### src/rtl/micro_decoder.sv
// Microinstruction decoder: latches the 30-bit MIR, splits it into fields and
// sequences a 4-phase micro-cycle with a memory request/acknowledge handshake.
module micro_decoder #(
    parameter int MIR_W       = 30,
    parameter int NREG        = 10,
    parameter int MEM_TIMEOUT = 15,
    parameter int UCOUNT_W    = 16
) (
    input  logic                clk,
    input  logic                rst_n,
    input  logic                enable,
    input  logic [MIR_W-1:0]    mir,
    input  logic                finish,
    input  logic                mem_ack,
    output logic [7:0]          next_addr,
    output logic [3:0]          alu_op,
    output logic [NREG-1:0]     reg_we,
    output logic                mem_req,
    output logic                mem_we,
    output logic                mdr_load,
    output logic                pc_inc,
    output logic [3:0]          bus_sel,
    output logic [1:0]          phase,
    output logic                stall,
    output logic                halted,
    output logic                mem_err,
    output logic [UCOUNT_W-1:0] ucount
);

    localparam int WCNT_W = $clog2(MEM_TIMEOUT + 1);
    localparam logic [WCNT_W-1:0] WAIT_LAST = WCNT_W'(MEM_TIMEOUT - 1);

    typedef enum logic [1:0] {S_IDLE, S_RUN, S_MEMWAIT, S_HALT} state_t;

    state_t               state_reg, state_next;
    logic [1:0]           phase_reg, phase_next;
    logic [MIR_W-1:0]     mir_reg, mir_next;
    logic [7:0]           next_addr_reg, next_addr_next;
    logic [UCOUNT_W-1:0]  ucount_reg, ucount_next;
    logic                 halted_reg, halted_next;
    logic                 mem_err_reg, mem_err_next;
    logic                 halt_pend_reg, halt_pend_next;
    logic [WCNT_W-1:0]    wait_cnt_reg, wait_cnt_next;

    // Field views of the latched microinstruction
    logic [7:0]      f_next_addr;
    logic [3:0]      f_alu;
    logic [NREG-1:0] f_we;
    logic            f_rd, f_mdr, f_wr, f_pc;
    logic [3:0]      f_bus;
    logic            in_wb;

    assign f_next_addr = mir_reg[29:22];
    assign f_alu       = mir_reg[21:18];
    assign f_we        = mir_reg[8+NREG-1:8];
    assign f_rd        = mir_reg[7];
    assign f_mdr       = mir_reg[6];
    assign f_wr        = mir_reg[5];
    assign f_pc        = mir_reg[4];
    assign f_bus       = mir_reg[3:0];

    always_ff @(posedge clk or negedge rst_n) begin
        if (!rst_n) begin
            state_reg     <= S_IDLE;
            phase_reg     <= 2'd0;
            mir_reg       <= '0;
            next_addr_reg <= '0;
            ucount_reg    <= '0;
            halted_reg    <= 1'b0;
            mem_err_reg   <= 1'b0;
            halt_pend_reg <= 1'b0;
            wait_cnt_reg  <= '0;
        end else begin
            state_reg     <= state_next;
            phase_reg     <= phase_next;
            mir_reg       <= mir_next;
            next_addr_reg <= next_addr_next;
            ucount_reg    <= ucount_next;
            halted_reg    <= halted_next;
            mem_err_reg   <= mem_err_next;
            halt_pend_reg <= halt_pend_next;
            wait_cnt_reg  <= wait_cnt_next;
        end
    end

    always_comb begin
        state_next     = state_reg;
        phase_next     = phase_reg;
        mir_next       = mir_reg;
        next_addr_next = next_addr_reg;
        ucount_next    = ucount_reg;
        halted_next    = halted_reg;
        mem_err_next   = mem_err_reg;
        halt_pend_next = halt_pend_reg;
        wait_cnt_next  = wait_cnt_reg;
        case (state_reg)
            S_IDLE: begin
                if (enable) begin
                    state_next     = S_RUN;
                    phase_next     = 2'd0;
                    mir_next       = mir;
                    halt_pend_next = finish;
                end
            end
            S_RUN: begin
                if (finish) halt_pend_next = 1'b1;
                case (phase_reg)
                    2'd0: phase_next = 2'd1;
                    2'd1: begin
                        if (f_rd || f_wr) begin
                            state_next    = S_MEMWAIT;
                            wait_cnt_next = '0;
                        end else begin
                            phase_next = 2'd2;
                        end
                    end
                    2'd2: phase_next = 2'd3;
                    default: begin
                        next_addr_next = f_next_addr;
                        ucount_next    = ucount_reg + 1'b1;
                        phase_next     = 2'd0;
                        // A finish seen anywhere in this micro-cycle wins over enable
                        if (halt_pend_reg || finish) begin
                            state_next  = S_HALT;
                            halted_next = 1'b1;
                        end else if (enable) begin
                            mir_next = mir;
                        end else begin
                            state_next = S_IDLE;
                        end
                    end
                endcase
            end
            S_MEMWAIT: begin
                if (finish) halt_pend_next = 1'b1;
                if (mem_ack) begin
                    state_next = S_RUN;
                    phase_next = 2'd2;
                end else if (wait_cnt_reg == WAIT_LAST) begin
                    // Give up on memory but still retire the instruction
                    state_next   = S_RUN;
                    phase_next   = 2'd2;
                    mem_err_next = 1'b1;
                end else begin
                    wait_cnt_next = wait_cnt_reg + 1'b1;
                end
            end
            default: ;
        endcase
    end

    assign in_wb = (state_reg == S_RUN) && (phase_reg == 2'd2);

    for (genvar gi = 0; gi < NREG; gi++) begin : g_reg_we
        assign reg_we[gi] = in_wb & f_we[gi];
    end

    assign mdr_load  = in_wb & f_mdr;
    assign pc_inc    = in_wb & f_pc;
    assign mem_req   = (state_reg == S_MEMWAIT);
    assign mem_we    = mem_req & f_wr;
    assign stall     = mem_req;
    assign alu_op    = f_alu;
    assign bus_sel   = f_bus;
    assign phase     = phase_reg;
    assign next_addr = next_addr_reg;
    assign ucount    = ucount_reg;
    assign halted    = halted_reg;
    assign mem_err   = mem_err_reg;

endmodule

### config.mk
export PLATFORM = sky130hd
export DESIGN_NAME = micro_decoder
export DESIGN_NICKNAME = d
export VERILOG_FILES = /design/src/rtl/micro_decoder.sv
export SDC_FILE = /design/constraint.sdc
export NUM_CORES = 1
export LEC_CHECK = 0
export CAP_MARGIN = 15
export CORE_MARGIN = 5
export CORE_UTILIZATION = 40
export CTS_BUF_LIST = sky130_fd_sc_hd__clkbuf_8 sky130_fd_sc_hd__clkbuf_16
export CTS_CLUSTER_DIAMETER = 80
export DETAILED_ROUTE_END_ITERATION = 8
export GPL_ROUTABILITY_DRIVEN = 0
export PLACE_DENSITY = 0.67
export RECOVER_POWER = 100
export SETUP_SLACK_MARGIN = 0.02
export SLEW_MARGIN = 40
export SYNTH_ARGS = -nofsm -noshare
export SYNTH_HDL_FRONTEND = slang
export SYNTH_SLANG_ARGS = --single-unit
### constraint.sdc
create_clock -name clk -period 2.1 [get_ports clk]
set_clock_uncertainty 0.05 [all_clocks]
set_input_delay 0.525 -clock clk [delete_from_list [all_inputs] [get_ports clk]]
set_output_delay 0.525 -clock clk [all_outputs]
set_load 0.005 [all_outputs]
# After elaboration in Yosys (flattened, before gate mapping)
# Index checks and enable logic that the tools add are counted.
# op_classes
n_addsub	2
n_eq_ne	18
mux	26
bitwise	15
reduce_logical	20
# op_table
cell	n
two-way mux 30 bit	3
one-hot mux 30 bit (2 select lines)	1
two-way mux 2 bit	10
one-hot mux 2 bit (3 select lines)	3
adder 16 x 1 -> 16 bit, second input constant	1
two-way mux 4 bit	4
inequality test 2 bit, second input constant	7
AND 1 bit	13
AND reduction 3 bit	4
one-hot mux 4 bit (2 select lines)	1
inequality test 3 bit, second input constant	2
AND reduction 6 bit	1
nonzero test 2 bit	3
AND reduction 5 bit	1
adder 4 x 1 -> 4 bit, second input constant	1
== test 2 x 1 -> 1 bit, second input constant	2
== test 2 bit, second input constant	2
== test 4 bit, second input constant	1
logical NOT 2 bit	2
inequality test 2 x 1 -> 1 bit, second input constant	2
inequality test 4 x 3 -> 1 bit, second input constant	1
one-hot mux 2 bit (2 select lines)	1
AND reduction 4 bit	1
OR reduction 2 bit	2
other kinds (9)	12
# totals
ff_bits	65
inputBits	35
out_inout_bits	51
word_cells	90

# Longest topological paths before layout
# Gate-level depths: netlist of run 1.
# depth
depth_word	4
ltp_mapped	7
depth_no_buf	6

# Worst setup path before layout of run 1
# Ideal clock, no wire load.
# synth_path
kind	register -> register
from	register state_reg[1]
to	register mir_reg[0]
setup_ns	0.125
arrival_ns	1.616
required_time_ns	1.925
slack_ns	0.309
path_stages_with_launch	8
path_buffers	1
period_less_slack_ns	1.791
cell_sequence	dfrtp_1 inv_1 ha_1 nand2_1 o32ai_1 nand2_1 buf_6 mux2_4
# synth_between
elab_chain_cells	3
elab_cells_between_ends	7
cone_classes	eq/ne (3); mux (1); reduce/logical (3)
# synth_lines
element	line	rtl
from (decl)	35	state_t state_reg, state_next;
from (signal assigned)	74	state_reg <= state_next;
== test 2 x 1 -> 1 bit or logical NOT 2 bit (tied branches)	96	case (state_reg)
inequality test 2 bit (no line) or nonzero test 2 bit (tied branches)	--	
AND reduction 3 bit (no line)	--	
to (signal assigned)	76	mir_reg <= mir_next;
to (decl)	37	logic [MIR_W-1:0] mir_reg, mir_next;
# Several ways; a longest one is shown, not always the timed one.
# A chain may end at the register's enable or synchronous reset.

# Final worst setup path of run 1
# layout_path
from	register state_reg[0]
to	output reg_we[3]
# layout_between
elab_chain_cells	3
# layout_lines
element	line	rtl
== test 2 x 1 -> 1 bit	152	assign in_wb = (state_reg == S_RUN) && (phase_reg == 2'd2);
logical AND 1 bit	152	
AND 1 bit	155	assign reg_we[gi] = in_wb & f_we[gi];
to (decl)	17	output logic [NREG-1:0] reg_we,
# No other way between the ends.

==> results.json, run 1 <==
{
  "run_status": "complete, no violations",
  "die_height_um": 98.5,
  "antenna_violations_before_repair": 0,
  "clk_latency_ns": 0.33,
  "timing.critical_path.slowest_stage_cell": "sky130_fd_sc_hd__dfrtp_2",
  "syn_area_cell_um2": 13.0,
  "crit_chain": "ha_4, buf_12, and3_1, clkdlybuf4s15_1",
  "synth.distinct_cells": 39,
  "avgViaCountPerCell": 4.84,
  "cp-start-kind": "register",
  "cts.reportedPaths.clkPinSlew_ns": 0.07,
  "r2r_slack_ns": 0.13,
  "grt-ovfl-total": 0,
  "reg2reg_to": "state_reg[0]",
  "synth_largest_area_cell": "sky130_fd_sc_hd__dfrtp_1",
  "final_cell_mix": "sky130_fd_sc_hd__dfrtp_1 (64), sky130_fd_sc_hd__dlygate4sd3_1 (36), sky130_fd_sc_hd__clkdlybuf4s50_1 (33)",
  "grt_pass1_vias": 2340,
  "layout_setup_ws_ns": 0.0799,
  "tritoncts_num_sinks": 65,
  "synth-async-reset-ratio_pct": 100,
  "cellLeakagePower_uw": 0.00208,
  "die_area_um2": 9710,
  "layout.core_utilization_pct": 55.6,
  "fin_crit_ns": 2.02,
  "ir_worst_vdd_v": 0.000539,
  "worst_setup_path_end_kind": "output pin",
  "syn-num-nets": 289,
  "dp_hpwl_um": 4890,
  "layout.cells.most_common": "sky130_fd_sc_hd__dfrtp_1",
  "max-slew-margin-rel_pct": 16.3,
  "placeableCoreArea_um2": 7690,
  "period_share_pct": 96.2,
  "finalSetupTns_ns": 0,
  "drc_errors": 0,
  "syn2layout_area_growth_pct": 36.4,
  "hold_path_class": "input port to async pin",
  "setup_repair_after_global_routing_missed_its_margin": "true",
  "setup_violations": 0,
  "synth_edf_count": 0,
  "timing.final.hold_violations": 0,
  "dpl-instance-area_um2": 4170,
  "synth.top_cells.by_area": "sky130_fd_sc_hd__dfrtp_1 (52%), sky130_fd_sc_hd__mux2_4 (14%), sky130_fd_sc_hd__ha_1 (4.8%)",
  "netlist_area_um2": 3130,
  "reg2reg_depth": 7,
  "crit_arrival_ns": 1.45,
  "cts_made_buffers": 9,
  "die-width_um": 98.5,
  "layout-drive-gt1-share_pct": 17.1,
  "clockBufferDepth": 2,
  "crit_buf_inv": 2,
  "detailedRoute.firstPassIterationCount": 4,
  "critPathMaxStageDelay_ns": 0.45,
  "timing_worst_setup_path_type": "register to output pin",
  "routed_wl_um": 6820,
  "tightest_slew_ns": 1.26,
  "synth_top_area_share_pct": 51.9,
  "drtAntennaViolNets": 0,
  "placement.setup.worst_slack_ns": -0.00874,
  "ys_dominant_reg_cell": "sky130_fd_sc_hd__dfrtp_1",
  "maxClockFrequency_mhz": 495,
  "slew_violations": 0,
  "grt_pass1_wl_um": 11500,
  "crit-reg2reg-launch": "state_reg[0]",
  "finish.net_count": 393,
  "tritoncts": "yes",
  "finalInstanceArea_um2": 4280,
  "placementRows": 32,
  "yosys_warnings": 0,
  "via_count": 2188,
  "synth.yosys.seq_area_share_pct": 51.9,
  "nFillCells": 704,
  "htree_levels": 3,
  "gate_count_after_technology_mapping": 242,
  "antenna_cells_inserted": 0,
  "worstPathRequired_ns": 1.52,
  "start_util_pct": 40.8,
  "largest_register_ffs": 30,
  "routed_wirelength_normalized_by_instance_count_um": 15.1,
  "post_cts_hold_buffer_count": 0,
  "track_usage_pct": 14.9,
  "path_delay_family": "flip-flops",
  "clockRootBuffer": "sky130_fd_sc_hd__clkbuf_8",
  "power_per_cell_area_nw_per_um2": 1110,
  "io_pins": 86,
  "drv_cap": 0,
  "grt_start_max_net_pins": 31,
  "first_iter_violations": 42,
  "synth-seq-cells": 65,
  "port_buffers": 85,
  "cp_max_fo": 12
}
## cell usage after synthesis, types with 3 or more instances
cell,instances
sky130_fd_sc_hd__dfrtp_1,65
sky130_fd_sc_hd__mux2_4,30
sky130_fd_sc_hd__and3_1,15
sky130_fd_sc_hd__nand2_1,15
sky130_fd_sc_hd__ha_1,12
sky130_fd_sc_hd__buf_4,10
sky130_fd_sc_hd__inv_1,10
sky130_fd_sc_hd__mux2_2,10
sky130_fd_sc_hd__xnor2_1,9
sky130_fd_sc_hd__nor2_1,8
sky130_fd_sc_hd__nand3_1,6
sky130_fd_sc_hd__xor2_1,6
sky130_fd_sc_hd__nor2b_1,4
sky130_fd_sc_hd__buf_6,3
sky130_fd_sc_hd__mux2i_1,3
sky130_fd_sc_hd__nand4_1,3
sky130_fd_sc_hd__nor3_1,3
## worst max-delay path by stage
stage,depth (start not counted),slack [ns],end,from
floorplan,7,0.31,mir_reg[0],state_reg[1]
global placement,5,0.007,mir_reg[19],finish
detailed placement,5,-0.009,mir_reg[20],finish
CTS,4,0.01,reg_we[3],state_reg[0]
global route,4,0.02,reg_we[3],state_reg[0]
finish,4,0.08,reg_we[3],state_reg[0]
## cell families (layout without fill, tap and decap cells)
family / count (synthesis) / in the layout / synth area share (%)
xor+xnor: 15 / 15 / 4.19
buf+inv: 25 / 133 / 4.91
mux: 43 / 43 / 18.9
fa+ha+maj: 12 / 12 / 4.79
compound gates: 20 / 20 / 4.83
simple gates: 62 / 62 / 10.5
flops: 65 / 65 / 51.9
## final cells by class
cell class	instances	area, um^2	area share (%)
Inverter	10	37.5	0.878
Clock buffer	11	151	3.54
Clock inverter	4	43.8	1.02
Tap cell	102	128	2.98
Sequential cell	65	1630	38.1
Multi-Input combinational cell	152	1290	30.2
Timing Repair Buffer	108	997	23.3
## stage by stage
| stage | cells | hold WS, ns | power (uW) |
|---|---|---|---|
| after floorplan | 242 | 0.179 | 3090 |
| after global placement | 431 | 0.410 | 3870 |
| after detailed placement | 431 | 0.422 | 3910 |
| after CTS | 451 | 0.137 | 5110 |
| after global routing | 452 | 0.446 | 5090 |
| final | 452 | 0.395 | 4740 |
## power breakdown
group	internal (uW)	total [uW]	switching (uW)	leakage [uW]
Combinational	1010	1750	740	0.00114
Sequential	1670	1940	263	0.000830
Clock	598	1050	453	0.000106
Total	3280	4740	1460	0.00208
## what timing repair did
| item | in CTS | in global routing |
|---|---|---|
| resized for setup | 38 | 11 |
| buffers inserted | 4 | 1 |
| gates cloned | 1 | 0 |
| setup endpoints to repair | 15 | 27 |
| pin swaps | 3 | 1 |
## layer usage
metal,vias up,share of wire (%),global-route usage [%]
met5,-,0,0
li1,1044,-,-
met3,2,6.0,5.80
met4,0,0.35,3.68
met1,1083,47,20.0
met2,59,47,22.7
Note: power is estimated with default switching activity, not from simulation.
==> run 2: changes to the inputs <==
CELL_PAD_IN_SITES_DETAIL_PLACEMENT = 1   (was default)
CELL_PAD_IN_SITES_GLOBAL_PLACEMENT = 2   (was default)
CORE_ASPECT_RATIO = 1.5   (was default)
CORE_UTILIZATION = 31   (was 40)
PLACE_DENSITY = 0.78   (was 0.67)
==> results.json, run 2 (synthesis results as in run 1) <==
{
  "hold_start": "halted",
  "die-width_um": 92.1,
  "worstPathRequired_ns": 1.52,
  "clk_latency_ns": 0.33,
  "setup_violations": 0,
  "met3RoutedLength_um": 468,
  "dp_hpwl_um": 5730,
  "regArea_um2": 1630,
  "r2r_slack_ns": 0.13,
  "routed_wirelength_normalized_by_instance_count_um": 17.0,
  "cts_made_buffers": 9,
  "avgViaCountPerCell": 4.79,
  "antenna_cells_inserted": 0,
  "final_cell_mix": "sky130_fd_sc_hd__dfrtp_1 (64), sky130_fd_sc_hd__dlygate4sd3_1 (36), sky130_fd_sc_hd__clkdlybuf4s50_1 (33)",
  "routedLengthMet1_um": 3260,
  "detailedRoute.firstPassIterationCount": 3,
  "critPathMaxStageDelay_ns": 0.39,
  "via_count": 2262,
  "final_cell_count_no_fill": 472,
  "period_share_pct": 96.8,
  "timing_worst_setup_path_type": "register to output pin",
  "layout.cells.most_common": "sky130_fd_sc_hd__dfrtp_1",
  "placementRows": 45,
  "grt_pass1_vias": 2587,
  "tritoncts_num_sinks": 65,
  "start_util_pct": 31.3,
  "grt_pass1_wl_um": 13500,
  "htree_levels": 3,
  "crit_chain": "buf_4, ha_4, and2_1, dlygate4sd2_1",
  "clockBufferDepth": 2,
  "cp-start-kind": "register",
  "tightest_slew_ns": 1.45,
  "clockRootBuffer": "sky130_fd_sc_hd__clkbuf_16",
  "slew_violations": 0,
  "ir_worst_vdd_v": 0.000693,
  "whs_path_depth": 1,
  "reg2reg_to": "mir_reg[11]",
  "post_cts_hold_buffer_count": 0,
  "cts.reportedPaths.clkPinSlew_ns": 0.05,
  "grt_start_max_net_pins": 66,
  "wl_met2_um": 4120,
  "highest_layer": "met4",
  "crit_arrival_ns": 1.46,
  "crit-reg2reg-launch": "state_reg[1]",
  "timing.critical_path.slowest_stage_cell": "sky130_fd_sc_hd__dfrtp_1",
  "syn2layout_area_growth_pct": 41.7,
  "setup_repair_after_global_routing_missed_its_margin": "true",
  "nFillCells": 1107,
  "multi_input_logic_area_um2": 1320,
  "cellLeakagePower_uw": 0.00218,
  "die_height_um": 133,
  "drv_cap": 0,
  "total_power_uw": 5370,
  "track_usage_pct": 14.0,
  "grt-ovfl-total": 0,
  "antenna_violations_before_repair": 0,
  "power_per_cell_area_nw_per_um2": 1210,
  "layout-drive-gt1-share_pct": 20.8,
  "dp.cells": 450,
  "drc_errors": 0,
  "placeableCoreArea_um2": 10000,
  "worst_setup_path_end_kind": "output pin",
  "max-slew-margin-rel_pct": 3.27,
  "cp_max_fo": 5,
  "fin_crit_ns": 2.03,
  "largest_register_ffs": 30,
  "first_iter_violations": 40,
  "maxClockFrequency_mhz": 492,
  "run_status": "complete, no violations",
  "drtAntennaViolNets": 0,
  "die_area_um2": 12300,
  "timing.hold.worst_endpoint": "halted",
  "port_buffers": 85,
  "reg2reg_depth": 8,
  "finish.net_count": 398,
  "tritoncts": "yes",
  "timing.final.hold_violations": 0,
  "io_pins": 86,
  "routed_wl_um": 8010,
  "hold_path_class": "register to register"
}
## run 2: cell types whose count changed in the layout (fill, tap and decap cells not counted), moves of 3 or more
| cell | previous run | this run |
|---|---|---|
| sky130_fd_sc_hd__mux2_4 | 2 | 5 |
| sky130_fd_sc_hd__mux2_1 | 28 | 25 |
| sky130_fd_sc_hd__clkdlybuf4s15_1 | 4 | 0 |
| sky130_fd_sc_hd__clkbuf_8 | 11 | 2 |
| sky130_fd_sc_hd__buf_2 | 0 | 5 |
| sky130_fd_sc_hd__clkbuf_1 | 8 | 5 |
| sky130_fd_sc_hd__clkbuf_16 | 0 | 10 |
| sky130_fd_sc_hd__buf_4 | 13 | 18 |
## run 2: metal layers
| layer | vias to the layer above | track usage [%] |
|---|---|---|
| met3 | 11 | 5.08 |
| met1 | 1130 | 15.9 |
| met5 | - | 0 |
| met4 | 0 | 5.21 |
| li1 | 1057 | - |
| met2 | 64 | 23.9 |
## run 2: cell type report
class	count	share of cell area (%)
clock buffer	11	5.69
clock inverter	4	0.986
inverter	10	0.845
multi-input combinational	152	29.6
sequential	65	36.6
tap	117	3.30
timing repair buffer	113	22.9
## run 2: per-stage QoR
| stage | setup slack (ns) | utilization [%] | hold WS, ns | area [um^2] | setup TNS, ns |
|---|---|---|---|---|---|
| 6_report | 0.0664 | 44.3 | 0.427 | 4440 | 0 |
| 5_1_grt | 0.0193 | 44.3 | 0.450 | 4440 | 0 |
| 4_1_cts | -0.0778 | 45.5 | 0.160 | 4560 | -0.317 |
| 3_5_place_dp | -0.0486 | 42.0 | 0.430 | 4210 | -1.38 |
| 3_3_place_gp | -0.0425 | 42.0 | 0.413 | 4210 | -0.385 |
| 2_1_floorplan | 0.309 | - | 0.179 | 3130 | 0 |
## run 2: repair_timing
item | in CTS | in global routing
hold endpoints to repair | 0 | 0
pin swaps | 1 | 1
setup buffers | 6 | 1
setup endpoints to repair | 15 | 16
cloned | 0 | 1
gates resized for setup | 45 | 11
## run 2: how the worst max path moves through the flow
stage / depth (start not counted) / startpoint / endpoint
2_1_floorplan: 7 / state_reg[1] / mir_reg[0]
3_3_place_gp: 4 / phase[0] / reg_we[7]
3_5_place_dp: 5 / finish / mir_reg[16]
4_1_cts: 5 / state_reg[0] / reg_we[6]
5_1_grt: 5 / state_reg[1] / reg_we[7]
6_report: 4 / state_reg[1] / mem_we
## run 2: report_power, final
group          switching (uW)  internal, uW  total (uW)
sequential                263          1680        1940
combinational             814          1120        1940
clock                     526           967        1490
total                    1600          3770        5370
## run 2: worst max-delay path: cells and delay by family, from the launching register on
family	cells	cell delay, ns
flops	1	0.39
simple gates	1	0.14
buf+inv	2	0.42
fa+ha+maj	1	0.17
